`src/rtl/dat31_pkg.sv`:
```
// Shared types and helpers for the DAT-31R5-SP attenuator bus scheduler.
package dat31_pkg;

    localparam int unsigned ATT_BITS     = 6;
    localparam int unsigned FRAME_HALVES = 15;
    localparam int unsigned MAX_CH       = 8;

    typedef enum logic [2:0] {
        ST_IDLE,
        ST_SETUP,
        ST_HIGH,
        ST_HOLD,
        ST_LATCH,
        ST_GAP
    } state_e;

    // First set request at or after ptr+1 (mod nch); returns {found, index}.
    function automatic logic [3:0] rr_search(input logic [MAX_CH-1:0] req,
                                             input logic [2:0]        ptr,
                                             input int unsigned       nch);
        logic [3:0]  res;
        int unsigned idx;
        res = '0;
        for (int unsigned k = 1; k <= MAX_CH; k++) begin
            idx = (32'(ptr) + k) % nch;
            if ((k <= nch) && !res[3] && req[idx[2:0]]) begin
                res = {1'b1, idx[2:0]};
            end
        end
        return res;
    endfunction

endpackage

```
`src/rtl/dat31_rr_arb.sv`:
```
// Combinational round-robin arbiter; the last-grant pointer lives in the parent.
module dat31_rr_arb
    import dat31_pkg::*;
#(
    parameter int unsigned NCH = 4,
    parameter int unsigned CHW = 2
) (
    input  logic [NCH-1:0] req_i,
    input  logic [CHW-1:0] ptr_i,
    output logic [NCH-1:0] gnt_o,
    output logic [CHW-1:0] idx_o,
    output logic           valid_o
);

    logic [3:0] res;

    always_comb begin
        res     = rr_search(MAX_CH'(req_i), 3'(ptr_i), NCH);
        valid_o = res[3];
        idx_o   = CHW'(res[2:0]);
        gnt_o   = res[3] ? (NCH'(1) << idx_o) : '0;
    end

endmodule

```
`src/rtl/dat31_scheduler.sv`:
```
// Round-robin writer sharing one serial bus among NCH DAT-31R5-SP attenuators.
module dat31_scheduler
    import dat31_pkg::*;
#(
    parameter int unsigned NCH      = 4,
    parameter int unsigned HALF_DIV = 1,
    parameter int unsigned CHW      = 2
) (
    input  logic                    clk,
    input  logic                    rst_n,
    input  logic [ATT_BITS*NCH-1:0] setting_flat,
    input  logic [NCH-1:0]          force_wr,
    output logic                    att_clk,
    output logic                    att_data,
    output logic [NCH-1:0]          att_le,
    output logic                    busy,
    output logic [CHW-1:0]          active_ch,
    output logic                    frame_done,
    output logic [ATT_BITS*NCH-1:0] written_flat
);

    localparam int unsigned CNTW = (HALF_DIV > 1) ? $clog2(HALF_DIV) : 1;
    localparam int unsigned SW   = ATT_BITS * NCH;

    state_e                state_q, state_d;
    logic [CNTW-1:0]       cnt_q, cnt_d;
    logic [2:0]            bit_q, bit_d;
    logic [ATT_BITS-1:0]   shadow_q, shadow_d;
    logic [CHW-1:0]        ptr_q, ptr_d;
    logic [CHW-1:0]        active_q, active_d;
    logic                  busy_q, busy_d;
    logic                  done_q, done_d;
    logic                  aclk_q, aclk_d;
    logic                  adata_q, adata_d;
    logic [NCH-1:0]        le_q, le_d;
    logic [SW-1:0]         written_q, written_d;
    logic [NCH-1:0]        force_q, force_d;

    logic [NCH-1:0]        pending;
    logic [NCH-1:0]        gnt;
    logic [CHW-1:0]        gnt_idx;
    logic                  gnt_vld;
    logic [NCH-1:0]        clr;
    logic                  last;

    always_comb begin
        pending = '0;
        for (int unsigned i = 0; i < NCH; i++) begin
            pending[i] = (setting_flat[ATT_BITS*i +: ATT_BITS] != written_q[ATT_BITS*i +: ATT_BITS])
                         | force_q[i];
        end
    end

    dat31_rr_arb #(
        .NCH (NCH),
        .CHW (CHW)
    ) u_arb (
        .req_i   (pending),
        .ptr_i   (ptr_q),
        .gnt_o   (gnt),
        .idx_o   (gnt_idx),
        .valid_o (gnt_vld)
    );

    // Next-state logic; bus pins are derived from the next state so they register in step with it.
    always_comb begin
        state_d   = state_q;
        cnt_d     = cnt_q;
        bit_d     = bit_q;
        shadow_d  = shadow_q;
        ptr_d     = ptr_q;
        active_d  = active_q;
        busy_d    = busy_q;
        done_d    = 1'b0;
        written_d = written_q;
        clr       = '0;
        last      = (cnt_q == CNTW'(HALF_DIV - 1));

        if (state_q != ST_IDLE) begin
            cnt_d = last ? '0 : cnt_q + CNTW'(1);
        end

        case (state_q)
            ST_IDLE: begin
                cnt_d = '0;
                if (gnt_vld) begin
                    shadow_d = setting_flat[ATT_BITS*int'(gnt_idx) +: ATT_BITS];
                    active_d = gnt_idx;
                    ptr_d    = gnt_idx;
                    busy_d   = 1'b1;
                    bit_d    = 3'(ATT_BITS - 1);
                    clr      = gnt;
                    state_d  = ST_SETUP;
                end
            end
            ST_SETUP: if (last) state_d = ST_HIGH;
            ST_HIGH: begin
                if (last) begin
                    if (bit_q == 3'd0) begin
                        state_d = ST_HOLD;
                    end else begin
                        bit_d   = bit_q - 3'd1;
                        state_d = ST_SETUP;
                    end
                end
            end
            ST_HOLD: if (last) state_d = ST_LATCH;
            ST_LATCH: begin
                if (last) begin
                    written_d[ATT_BITS*int'(active_q) +: ATT_BITS] = shadow_q;
                    state_d = ST_GAP;
                end
            end
            ST_GAP: begin
                if (last) begin
                    done_d  = 1'b1;
                    busy_d  = 1'b0;
                    state_d = ST_IDLE;
                end
            end
            default: begin
                state_d = ST_IDLE;
                cnt_d   = '0;
                busy_d  = 1'b0;
            end
        endcase

        aclk_d  = (state_d == ST_HIGH);
        adata_d = (state_d == ST_SETUP || state_d == ST_HIGH || state_d == ST_HOLD)
                  ? shadow_d[bit_d] : 1'b0;
        le_d    = (state_d == ST_LATCH) ? (NCH'(1) << active_d) : '0;
        // A force pulse arriving in the grant cycle must survive the clear.
        force_d = (force_q & ~clr) | force_wr;
    end

    always_ff @(posedge clk or negedge rst_n) begin
        if (!rst_n) begin
            state_q   <= ST_IDLE;
            cnt_q     <= '0;
            bit_q     <= '0;
            shadow_q  <= '0;
            ptr_q     <= CHW'(NCH - 1);
            active_q  <= '0;
            busy_q    <= 1'b0;
            done_q    <= 1'b0;
            aclk_q    <= 1'b0;
            adata_q   <= 1'b0;
            le_q      <= '0;
            written_q <= '0;
            force_q   <= '1;
        end else begin
            state_q   <= state_d;
            cnt_q     <= cnt_d;
            bit_q     <= bit_d;
            shadow_q  <= shadow_d;
            ptr_q     <= ptr_d;
            active_q  <= active_d;
            busy_q    <= busy_d;
            done_q    <= done_d;
            aclk_q    <= aclk_d;
            adata_q   <= adata_d;
            le_q      <= le_d;
            written_q <= written_d;
            force_q   <= force_d;
        end
    end

    assign att_clk      = aclk_q;
    assign att_data     = adata_q;
    assign att_le       = le_q;
    assign busy         = busy_q;
    assign active_ch    = active_q;
    assign frame_done   = done_q;
    assign written_flat = written_q;

endmodule
```
`config.mk`:
```
export PLATFORM = sky130hd
export DESIGN_NAME = dat31_scheduler
export DESIGN_NICKNAME = d
export VERILOG_FILES = /design/src/rtl/dat31_pkg.sv /design/src/rtl/dat31_rr_arb.sv /design/src/rtl/dat31_scheduler.sv
export SDC_FILE = /design/constraint.sdc
export NUM_CORES = 1
export LEC_CHECK = 0
export CAP_MARGIN = 5
export CORE_MARGIN = 3
export CORE_UTILIZATION = 30
export CTS_BUF_LIST = sky130_fd_sc_hd__clkbuf_8
export DETAILED_ROUTE_END_ITERATION = 16
export SLEW_MARGIN = 5
export SYNTH_ARGS = -nofsm -noshare
export SYNTH_HDL_FRONTEND = slang
export SYNTH_HIERARCHICAL = 1
export SYNTH_SLANG_ARGS = --single-unit
```
`constraint.sdc`:
```
create_clock -name clk -period 3.6 [get_ports clk]
set_input_delay 0.36 -clock clk [delete_from_list [all_inputs] [get_ports clk]]
set_output_delay 0.36 -clock clk [all_outputs]
set_load 0.05 [all_outputs]
```
# After elaboration in Yosys (flattened, before gate mapping)
# Index checks and enable logic that the tools add are counted.
[word_totals] ff_bits=53 in_bits=30 output_inout_bits=34
[op_classes] add_sub_neg=7 n_mul=2 magnitude_cmp=5 n_eq_ne=16 shift=5 mux=43 bitwise=9 n_reduce_logical=16
[ops] op="negation 5 -> 34 bit" count=1
[ops] op="variable shift 6 x 34 -> 24 bit, first input constant" count=1
[ops] op="indexed part select 6 x 34 -> 24 bit" count=1
[ops] op="2-to-1 mux 4 bit" count=7
[ops] op="2-to-1 mux 3 bit" count=9
[ops] op="bitwise mux 24 bit" count=1
[ops] op="inequality test 6 bit" count=4
[ops] op="indexed part select 24 x 6 -> 6 bit" count=1
[ops] op="case mux 3 bit (6 select lines)" count=1
[ops] op="less-than comparator 2 x 4 -> 1 bit, second input constant" count=4
[ops] op="2-to-1 mux 1 bit" count=13
[ops] op="== test 3 x 2 -> 1 bit, second input constant" count=4
[ops] op="2-to-1 mux 6 bit" count=2
[ops] op="== test 3 bit, second input constant" count=3
[ops] op="binary-select mux 1 bit (select 2 bit)" count=4
[ops] op="multiplier 2 x 2 -> 4 bit, first input constant" count=2
[ops] op="<< shifter 1 x 2 -> 4 bit, first input constant" count=2
[ops] op="== test 3 x 1 -> 1 bit, second input constant" count=2
[ops] op="logical NOT 3 bit" count=2
[ops] op="2-to-1 mux 2 bit" count=3
[ops] op="case mux 3 bit (2 select lines)" count=1
[ops] op="OR reduction 5 bit" count=1
[ops] op="adder 2 x 1 -> 2 bit, second input constant" count=2
[ops] op="adder 2 bit, second input constant" count=2
[ops] op="19 further kinds" count=30

# Logic depth before layout (Yosys ltp)
# Gate-level depths: netlist (run 1).
[logic_depth] ltp_word=21 depth_mapped=12

# Modules after synthesis
# The synthesis (run 1) kept the hierarchy.
[by_module_without_submodules] module="dat31_scheduler" n_inst=1 cells_each=303 area_per_inst_um2=2894.0 seq_area_each_um2=1308.8
[by_module_without_submodules] module="dat31_rr_arb" n_inst=1 cells_each=27 area_per_inst_um2=158.9 seq_area_each_um2=0.0

# Least setup slack after synthesis (run 1)
# No wires, ideal clock.
[synth_path] path_type="register to register" start="reg written_q[2], in the netlist written_flat[2]" end="reg adata_q, in the netlist att_data" arrival_ns=2.945 required_ns=3.469 slack_ns=0.524 path_stages_with_launch=11 path_buffers=1 period_less_slack_ns=3.076 path_cell_list="dfrtp_1 xor2_1 nor4_1 nand4_1 o311ai_0 clkbuf_1 mux4_2 nand2_1 o211ai_1 a31oi_1 a211oi_2"
[synth_via] elab_chain_len=21
[synth_rtl] item="from (decl)" line="dat31_scheduler.sv:36" rtl="logic [SW-1:0] written_q, written_d;"
[synth_rtl] item="from (signal assigned)" line="dat31_scheduler.sv:163" rtl="written_q <= written_d;"
[synth_rtl] item="inequality test 6 bit (*)" line="dat31_scheduler.sv:49" rtl="pending[i] = (setting_flat[ATT_BITS*i +: ATT_BITS] != written_q[ATT_BITS*i +: ATT_BITS])"
[synth_rtl] item="bitwise OR 1 bit (*)" line="dat31_scheduler.sv:50" rtl="| force_q[i];"
[synth_rtl] item="net pending[0]" line="dat31_scheduler.sv:39" rtl="logic [NCH-1:0] pending;"
[synth_rtl] item="binary-select mux 1 bit (select 2 bit)" line="dat31_pkg.sv:26" rtl="if ((k <= nch) && !res[3] && req[idx[2:0]]) begin"
[synth_rtl] item="2-to-1 mux 1 bit (implied by the code)" line="dat31_pkg.sv:26"
[synth_rtl] item="2-to-1 mux 4 bit" line="dat31_pkg.sv:26"
[synth_rtl] item="logical NOT 1 bit" line="dat31_pkg.sv:26"
[synth_rtl] item="logical AND 1 bit" line="dat31_pkg.sv:26"
[synth_rtl] item="[7 not listed]"
[synth_rtl] item="net gnt_idx[0]" line="dat31_scheduler.sv:41" rtl="logic [CHW-1:0] gnt_idx;"
[synth_rtl] item="multiplier 2 x 2 -> 4 bit (*)" line="dat31_scheduler.sv:87" rtl="shadow_d = setting_flat[ATT_BITS*int'(gnt_idx) +: ATT_BITS];"
[synth_rtl] item="indexed part select 24 x 6 -> 6 bit (*)" line="dat31_scheduler.sv:87"
[synth_rtl] item="2-to-1 mux 6 bit (*)" line="dat31_scheduler.sv:86" rtl="if (gnt_vld) begin"
[synth_rtl] item="2-to-1 mux 6 bit (*)" line="dat31_scheduler.sv:83" rtl="case (state_q)"
[synth_rtl] item="binary-select mux 1 bit (select 3 bit) (*)" line="dat31_scheduler.sv:130" rtl="? shadow_d[bit_d] : 1'b0;"
[synth_rtl] item="2-to-1 mux 1 bit (implied by the code) (*)" line="dat31_scheduler.sv:130"
[synth_rtl] item="2-to-1 mux 1 bit (*)" line="dat31_scheduler.sv:130"
[synth_rtl] item="net adata_d" line="dat31_scheduler.sv:34" rtl="logic adata_q, adata_d;"
[synth_rtl] item="to (signal assigned)" line="dat31_scheduler.sv:161" rtl="adata_q <= adata_d;"
[synth_rtl] item="to (decl)" line="dat31_scheduler.sv:34"
# The timed path passes the listed nets; every way through them passes the cells marked *. The select of a mux whose other input is x is not followed.
# A chain may end at the register's enable or synchronous reset.

# Worst setup path after layout (run 1)
[layout_path] start="in setting_flat[2]" end="reg adata_q, in the netlist att_data"
[layout_via] elab_chain_len=21
[layout_rtl] item="from (decl)" line="dat31_scheduler.sv:11" rtl="input logic [ATT_BITS*NCH-1:0] setting_flat,"
[layout_rtl] item="inequality test 6 bit (*)" line="dat31_scheduler.sv:49"
[layout_rtl] item="bitwise OR 1 bit (*)" line="dat31_scheduler.sv:50"
[layout_rtl] item="net pending[0]" line="dat31_scheduler.sv:39"
[layout_rtl] item="binary-select mux 1 bit (select 2 bit)" line="dat31_pkg.sv:26"
[layout_rtl] item="2-to-1 mux 1 bit (implied by the code)" line="dat31_pkg.sv:26"
[layout_rtl] item="2-to-1 mux 4 bit" line="dat31_pkg.sv:26"
[layout_rtl] item="logical NOT 1 bit" line="dat31_pkg.sv:26"
[layout_rtl] item="logical AND 1 bit" line="dat31_pkg.sv:26"
[layout_rtl] item="[7 not listed]"
[layout_rtl] item="net gnt_idx[0]" line="dat31_scheduler.sv:41"
[layout_rtl] item="multiplier 2 x 2 -> 4 bit (*)" line="dat31_scheduler.sv:87"
[layout_rtl] item="indexed part select 24 x 6 -> 6 bit (*)" line="dat31_scheduler.sv:87"
[layout_rtl] item="2-to-1 mux 6 bit (*)" line="dat31_scheduler.sv:86"
[layout_rtl] item="2-to-1 mux 6 bit (*)" line="dat31_scheduler.sv:83"
[layout_rtl] item="binary-select mux 1 bit (select 3 bit) (*)" line="dat31_scheduler.sv:130"
[layout_rtl] item="2-to-1 mux 1 bit (implied by the code) (*)" line="dat31_scheduler.sv:130"
[layout_rtl] item="2-to-1 mux 1 bit (*)" line="dat31_scheduler.sv:130"
[layout_rtl] item="net adata_d" line="dat31_scheduler.sv:34"
# Marked as above.

==> metrics.txt, run 1 <==
transition time at the pin with the least slew margin=896 ps; unrepaired setup endpoints after global routing=no; weighted congestion at the end of routability-driven global placement=approximately 0.88; iteration count of the initial detailed-routing pass=4; total vias in the final route=~2,700; Layout Cells excl Fill=about 520; Clk Tree Root Cell=sky130_fd_sc_hd__clkbuf_8; setup violators final=0; smallest setup slack after layout=469 ps; antenna diode instance count=0; violation count after the first detailed-routing iteration=roughly 150; met1 wire length=a little under 4000 um; Hold WC Path Type=in2async; critical path class=in2reg; Max Fclk=about 320 MHz; worst rel slew slack=40.1%; Unique masters post-synth=55; vias per cell=between 5 and 6; Buffers on Ports=63; Layout Utilization=around 40%; largest net degree at the start of global routing=38; Area after DPL=between 3000 and 4000 um2; flops & latches, synth=52; number of nets at the end of the flow=around 430; Cell Pwr Density=346 nW/um2; pre-CTS setup slack=about 170 ps; Inst Count DP=between 500 and 600; GRT Overall Usage=roughly 16%; Final period util=around 87%; height of the chip=about 110 um; share of final-layout standard cells stronger than drive strength 1=between 10% and 20%; Post-synth EDFFs=0; number of post-CTS setup repair buffers=0; half-perimeter wire length of the detailed placement result=between 7000 and 8000 um; Avg WL per Cell=approximately 18 um; maximum level of the CTS H-tree=2; minimum clock period after layout=~3100 ps; Worst Setup Start Kind=primary input; synthesized area divided by synthesized cell count=roughly 9.3 um2; core area=roughly 9800 um2; CP Data Arrival Time=between 3000 and 4000 ps; number of nets still failing antenna checks after routing=0; leakage power figure=1.66 nW; main flop type after synthesis=sky130_fd_sc_hd__dfrtp_1; crit path max fanout=7; sequential fraction of the synthesis area=a little over two fifths; number of global-route vias before repair=~2,600; Site Rows=36; antenna violations before repair=0; kind of end point of the critical path=register; ys async rst share=100%; topmost layer with routed signal wires=met4; number of placed I/O pins=64; synth warn=6; total die area=about 11,000 um2; Cell Area, Synth=around 3000 um2; area growth from synthesis to layout=28.7%; amount of wire on met2 after detailed routing=around 4500 um; wire length on met3=about 460 um; setup_tns=0 ps; initial cell density of the core=31.1%; total nets after synthesis=around 370; post-route standard cell area excluding fillers=3930 um2; TritonCTS clock tree=built; number of max-slew violations in the final report=0; clock transition at the register clock pins on the worst setup and hold paths after CTS=~100 ps; number of remaining DRC errors=0; die width=107 um; count of endpoints failing hold in the final timing report=0; cell count after synthesis=330; required time at the worst-slack endpoint=about 3800 ps; WL final=a little over 9000 um; wire length of the first global-routing pass=between 10,000 and 15,000 um; result of the run=finished, final reports clean; total overflow reported by the global router=0; Clock Latency Late Sink=approximately 310 ps; clock tree skew after final layout=about 11 ps; buffer levels on the longest clock path=2; peak supply drop=about 0.16 mV; number of buffers created by CTS=5; CTS sink cnt=52; number of violations of the max-capacitance limit=0
[per-layer routing]
metal,track usage [%],vias to the layer above
li1,-,1285
met1,21.3,1316
met2,26.8,104
met3,2.11,14
met4,5.48,0
met5,0,-
[critical path, cell delays in order]
cell	delay [ps]
sky130_fd_sc_hd__clkdlybuf4s50_1	460
sky130_fd_sc_hd__xor2_1	180
sky130_fd_sc_hd__nor4_1	310
sky130_fd_sc_hd__nand4_1	280
sky130_fd_sc_hd__o311ai_1	670
sky130_fd_sc_hd__mux4_2	580
sky130_fd_sc_hd__nand2_1	110
sky130_fd_sc_hd__o211ai_1	90
sky130_fd_sc_hd__a31oi_1	230
sky130_fd_sc_hd__a211oi_2	70
[per-stage QoR]
stage	power, mW	hold WS (ps)
3_5_place_dp	0.952	307
2_1_floorplan	0.818	64.4
5_1_grt	1.42	527
6_report	1.36	499
3_3_place_gp	0.951	304
4_1_cts	1.37	500
[kinds of logic after synthesis]
group           Yosys count  synth area share [%]
fa+ha+maj                 7                  2.87
mux                      10                  5.74
simple gates            132                  20.6
xor+xnor                 24                  6.89
compound gates           73                  16.6
buf+inv                  32                  4.47
flops                    52                  42.9
[report_power, final]
group / internal, mW / total [mW] / switching (mW)
clock network: 0.210 / 0.417 / 0.207
registers: 0.612 / 0.653 / 0.0402
logic: 0.121 / 0.288 / 0.167
total: 0.943 / 1.36 / 0.414
[state kept, by name (all words and copies together), names as in the netlist]
name          flops
active_ch         2
att_clk           1
att_data          1
att_le            4
bit_q             3
busy              1
force_q           4
frame_done        1
ptr_q             2
shadow_q          6
state_q           3
written_flat     24
[layout make-up]
cell class,instances,area [um2]
Clock inverter,3,46.3
Fill cell,1033,5890
Sequential cell,52,1310
Timing Repair Buffer,70,681
Multi-Input combinational cell,246,1610
Clock buffer,5,68.8
Inverter,13,50.0
Tap cell,133,166
[placed cells by master (no fill, tap or decap), types with 3 or more instances in the layout]
cell type / n
sky130_fd_sc_hd__xor2_1: 12
sky130_fd_sc_hd__o41ai_1: 4
sky130_fd_sc_hd__dfrtp_1: 46
sky130_fd_sc_hd__a21oi_1: 4
sky130_fd_sc_hd__nand4_1: 4
sky130_fd_sc_hd__nor4_1: 6
sky130_fd_sc_hd__o21ai_0: 25
sky130_fd_sc_hd__a31oi_1: 3
sky130_fd_sc_hd__clkbuf_8: 5
sky130_fd_sc_hd__nand2_1: 65
sky130_fd_sc_hd__ha_1: 7
sky130_fd_sc_hd__and2_1: 3
sky130_fd_sc_hd__nand2b_1: 3
sky130_fd_sc_hd__xnor2_1: 12
sky130_fd_sc_hd__a22o_1: 9
sky130_fd_sc_hd__mux2i_1: 4
sky130_fd_sc_hd__a21o_1: 7
sky130_fd_sc_hd__o211ai_1: 3
sky130_fd_sc_hd__nor2b_1: 5
sky130_fd_sc_hd__mux4_2: 6
sky130_fd_sc_hd__nand3_1: 6
sky130_fd_sc_hd__inv_2: 3
sky130_fd_sc_hd__dfstp_2: 6
sky130_fd_sc_hd__inv_1: 9
sky130_fd_sc_hd__clkdlybuf4s50_1: 62
sky130_fd_sc_hd__buf_4: 6
sky130_fd_sc_hd__o22ai_1: 3
sky130_fd_sc_hd__nor2_1: 16
sky130_fd_sc_hd__nor3_1: 11
[cells in the mapped netlist (all sizes together), types with 4 or more instances]
cell,instances,area share [%]
nand4,4,0.82
ha,7,2.9
buf,7,1.4
xor2,12,3.4
dfstp,6,5.2
xnor2,12,3.4
nand2,65,8.0
nand3,6,0.98
nor2b,5,1.0
clkbuf,12,1.5
o41ai,4,1.1
nor2,16,2.0
mux4,6,4.4
nor3,11,1.8
nor4,6,1.2
a21o,7,1.7
a21oi,5,0.94
dfrtp,46,38
o21ai,25,4.1
a22o,9,2.6
mux2i,4,1.3
inv,12,1.5
[worst paths after layout]
| check | slack (ps) | cells past startpoint | to | from |
|---|---|---|---|---|
| min in group clk | 520 | 2 | ptr_q[0] | ptr_q[0] |
| setup reg to reg | 570 | 11 | att_data | written_flat[9] |
| hold reg to reg | 520 | 2 | ptr_q[0] | ptr_q[0] |
| hold / removal | 500 | 2 | bit_q[2] | rst_n |
| setup / recovery | 470 | 10 | att_data | setting_flat[2] |
| max in group asynchronous | 2260 | 3 | force_q[3] | rst_n |
[what timing repair did]
action	CTS	global route
hold buffers	1	0
resized for setup	0	0
endpoints found under the hold margin	12	0
No activity file was read; power rests on OpenSTA's default activity.
==> run 2, diff against run 1 <==
--- a/config.mk
+++ b/config.mk
@@ -10,6 +10,7 @@
 export CORE_UTILIZATION = 30
 export CTS_BUF_LIST = sky130_fd_sc_hd__clkbuf_8
 export DETAILED_ROUTE_END_ITERATION = 16
+export HOLD_SLACK_MARGIN = 0.03
 export SLEW_MARGIN = 5
 export SYNTH_ARGS = -nofsm -noshare
 export SYNTH_HDL_FRONTEND = slang
==> results of run 2 <==
Same layout as run 1: the final DEF is identical, and so are final timing and power.
==> run 3, diff against run 2 <==
--- a/config.mk
+++ b/config.mk
@@ -6,9 +6,9 @@
 export NUM_CORES = 1
 export LEC_CHECK = 0
 export CAP_MARGIN = 5
-export CORE_MARGIN = 3
 export CORE_UTILIZATION = 30
 export CTS_BUF_LIST = sky130_fd_sc_hd__clkbuf_8
+export CTS_CLUSTER_SIZE = 10
 export DETAILED_ROUTE_END_ITERATION = 16
 export HOLD_SLACK_MARGIN = 0.03
 export SLEW_MARGIN = 5
==> run 3 against run 2 <==
Compared with the run above:
- fmax is 1.2% higher
- sequential share of layout area is 0.085 points higher
- largest cell class unchanged
- non-clock buffer count stayed put
==> metrics.txt, run 3 (synthesis gave the netlist of run 1 again) <==
result of the run=finished, final reports clean; FF-to-FF path depth=12 (+1); Flop pwr share=48.7% (+0.6 points); net switching power=402 uW (-3.0%); Area after DPL=3810 um2 (+0.20%); iteration count of the initial detailed-routing pass=4 (unchanged); Max Fclk=323 MHz (+1.2%); total die area=10,600 um2 (-7.3%); required time at the worst-slack endpoint=3790 ps (about the same); fraction of met3 tracks used by global routing=2.64% (+0.54 points); number of placed I/O pins=64 (unchanged); CP Data Arrival Time=3280 ps (-50 ps); number of global-route vias before repair=2,660 (+2.0%); largest net degree at the start of global routing=49 (+29%); unrepaired setup endpoints after global routing=no; switching part of the total=30.0% (-0.49 points); Inst Count DP=514 (+0.19%); startpoint of the worst register-to-register path=written_flat[2]; Avg WL per Cell=17.2 um (-2.2%); Clk Tree Root Cell=sky130_fd_sc_hd__clkbuf_8; number of nets still failing antenna checks after routing=0 (unchanged); leading cell type in the layout, fill and taps excluded=sky130_fd_sc_hd__nand2_1; global-route met2 utilization=31.3% (+4.5 points); minimum clock period after layout=3090 ps (-36.0 ps); Critical Path Source=setting_flat[2]; crit path max fanout=6 (-1); number of post-CTS setup repair buffers=0 (unchanged); Layout Utilization=39.9% (-0.10 points); worst rel slew slack=27.6% (-12 points); initial cell density of the core=31.1% (unchanged); number of remaining DRC errors=0 (unchanged); peak supply drop=0.171 mV (+9.2%); critical path class=in2reg; buffer levels on the longest clock path=2 (unchanged); smallest setup slack after layout=505 ps (+36.0 ps); number of hold-repair buffers added at the cts stage=0 (-1); CP Capture Point=att_data; number of flip-flops under the largest register name=24 (unchanged); count of endpoints failing hold in the final timing report=0 (unchanged); height of the chip=103 um (-3.7%); leakage power figure=1.66 nW (+0.27%); kind of end point of the critical path=register; clock tree skew after final layout=6.35 ps (-4.27 ps); half-perimeter wire length of the detailed placement result=7120 um (-1.1%); antenna violations before repair=0 (unchanged); number of max-slew violations in the final report=0 (unchanged); Clock Latency Late Sink=310 ps (about the same); Buffers on Ports=63 (unchanged); Cell Pwr Density=342 nW/um2 (-1.1%); CTS sink cnt=52 (unchanged); TritonCTS clock tree=built; Final period util=86.0% (-1.0 points); Layout Cells excl Fill=522 (unchanged); setup slack, reg-to-reg=670 ps (+100 ps); wire length of the first global-routing pass=14,200 um (about the same); number of violations of the max-capacitance limit=0 (unchanged); highest-count cells in the layout ignoring fill and taps=65 x sky130_fd_sc_hd__nand2_1, 62 x sky130_fd_sc_hd__clkdlybuf4s50_1, 46 x sky130_fd_sc_hd__dfrtp_1; core area=9820 um2 (unchanged); violation count after the first detailed-routing iteration=130 (-11%); number of buffers created by CTS=5 (unchanged); vias per cell=5.11 (-1.9%); Hold WC Path Type=in2async; total vias in the final route=2,666 (-1.9%); clock transition at the register clock pins on the worst setup and hold paths after CTS=90 ps (about the same); Worst Setup Start Kind=primary input; number of nets at the end of the flow=425 (unchanged); setup violators final=0 (unchanged); maximum level of the CTS H-tree=2 (unchanged); share of final-layout standard cells stronger than drive strength 1=10.0% (unchanged); Site Rows=36 (unchanged); GRT Max-Usage Layer=met2; proportion of power drawn by combinational gates=21.4% (+0.2 points); pre-CTS setup slack=223 ps (+50.4 ps); total overflow reported by the global router=0 (unchanged); portion of total power attributed to the clock network=29.9% (-0.8 points); transition time at the pin with the least slew margin=1090 ps (+189 ps); weighted congestion at the end of routability-driven global placement=0.978 (+11%); quantity of gates resized following cts=0 (unchanged); capture point of the worst reg-to-reg path=att_data; die width=103 um (-3.7%); area growth from synthesis to layout=28.4%; antenna diode instance count=0 (unchanged); post-route standard cell area excluding fillers=3920 um2 (-0.25%); WL final=8960 um (-2.2%); grt met1 use=23.3% (+2.0 points); GRT Overall Usage=18.0% (+2.0 points); setup_tns=0 ps (unchanged); Internal Dissipation=937 uW (-0.69%)
[run 3: changes by cell type in the layout (fill, tap and decap cells not counted), sizes merged]
cell	delta
clkinv	+1
dlygate4sd3	-1
buf	+1
clkinvlp	-1
[run 3: power groups by stage]
stage	Sequential (mW)	Combinational, mW	Clock, mW
2_1_floorplan	0.720	0.0984	0
3_3_place_gp	0.663	0.288	0
3_5_place_dp	0.663	0.288	0
4_1_cts	0.652	0.289	0.412
5_1_grt	0.656	0.308	0.437
6_report	0.652	0.286	0.400
[run 3: per-stage QoR]
| step | hold slack (ps) | power (mW) |
|---|---|---|
| after floorplan | 64.4 | 0.818 |
| after global placement | 496 | 0.951 |
| after detailed placement | 507 | 0.951 |
| after CTS | 293 | 1.35 |
| after global routing | 338 | 1.40 |
| final | 243 | 1.34 |
[run 3: worst min path at each step]
stage | start | endpoint | cells past startpoint
floorplan | rst_n | active_ch[0] | 0
global placement | ptr_q[0] | ptr_q[0] | 2
detailed placement | ptr_q[0] | ptr_q[0] | 2
CTS | rst_n | bit_q[1] | 1
global route | rst_n | frame_done | 1
finish | rst_n | frame_done | 1
[run 3: layer usage]
metal  share of wire, %  vias up
met5                  0        -
met4                1.3        0
met3                3.8       11
met2                 52       76
met1                 43     1299
li1                   -     1280
[run 3: final cells by class]
type                            count  area [um2]
Clock inverter                      3        38.8
Multi-Input combinational cell    246        1610
Clock buffer                        5        68.8
Timing Repair Buffer               70         678
Inverter                           13        50.0
Sequential cell                    52        1310
Tap cell                          133         166
Fill cell                        1041        5900
[run 3: critical path: stages]
cell                              delay, ps
sky130_fd_sc_hd__clkdlybuf4s50_1        480
sky130_fd_sc_hd__xor2_1                 190
sky130_fd_sc_hd__nor4_1                 430
sky130_fd_sc_hd__nand4_1                190
sky130_fd_sc_hd__buf_4                  190
sky130_fd_sc_hd__nor2_1                 150
sky130_fd_sc_hd__nor3_1                  70
sky130_fd_sc_hd__a211oi_1               410
sky130_fd_sc_hd__mux4_2                 370
sky130_fd_sc_hd__nand2_1                100
sky130_fd_sc_hd__o211ai_1                80
sky130_fd_sc_hd__a31oi_1                200
sky130_fd_sc_hd__a211oi_2                60
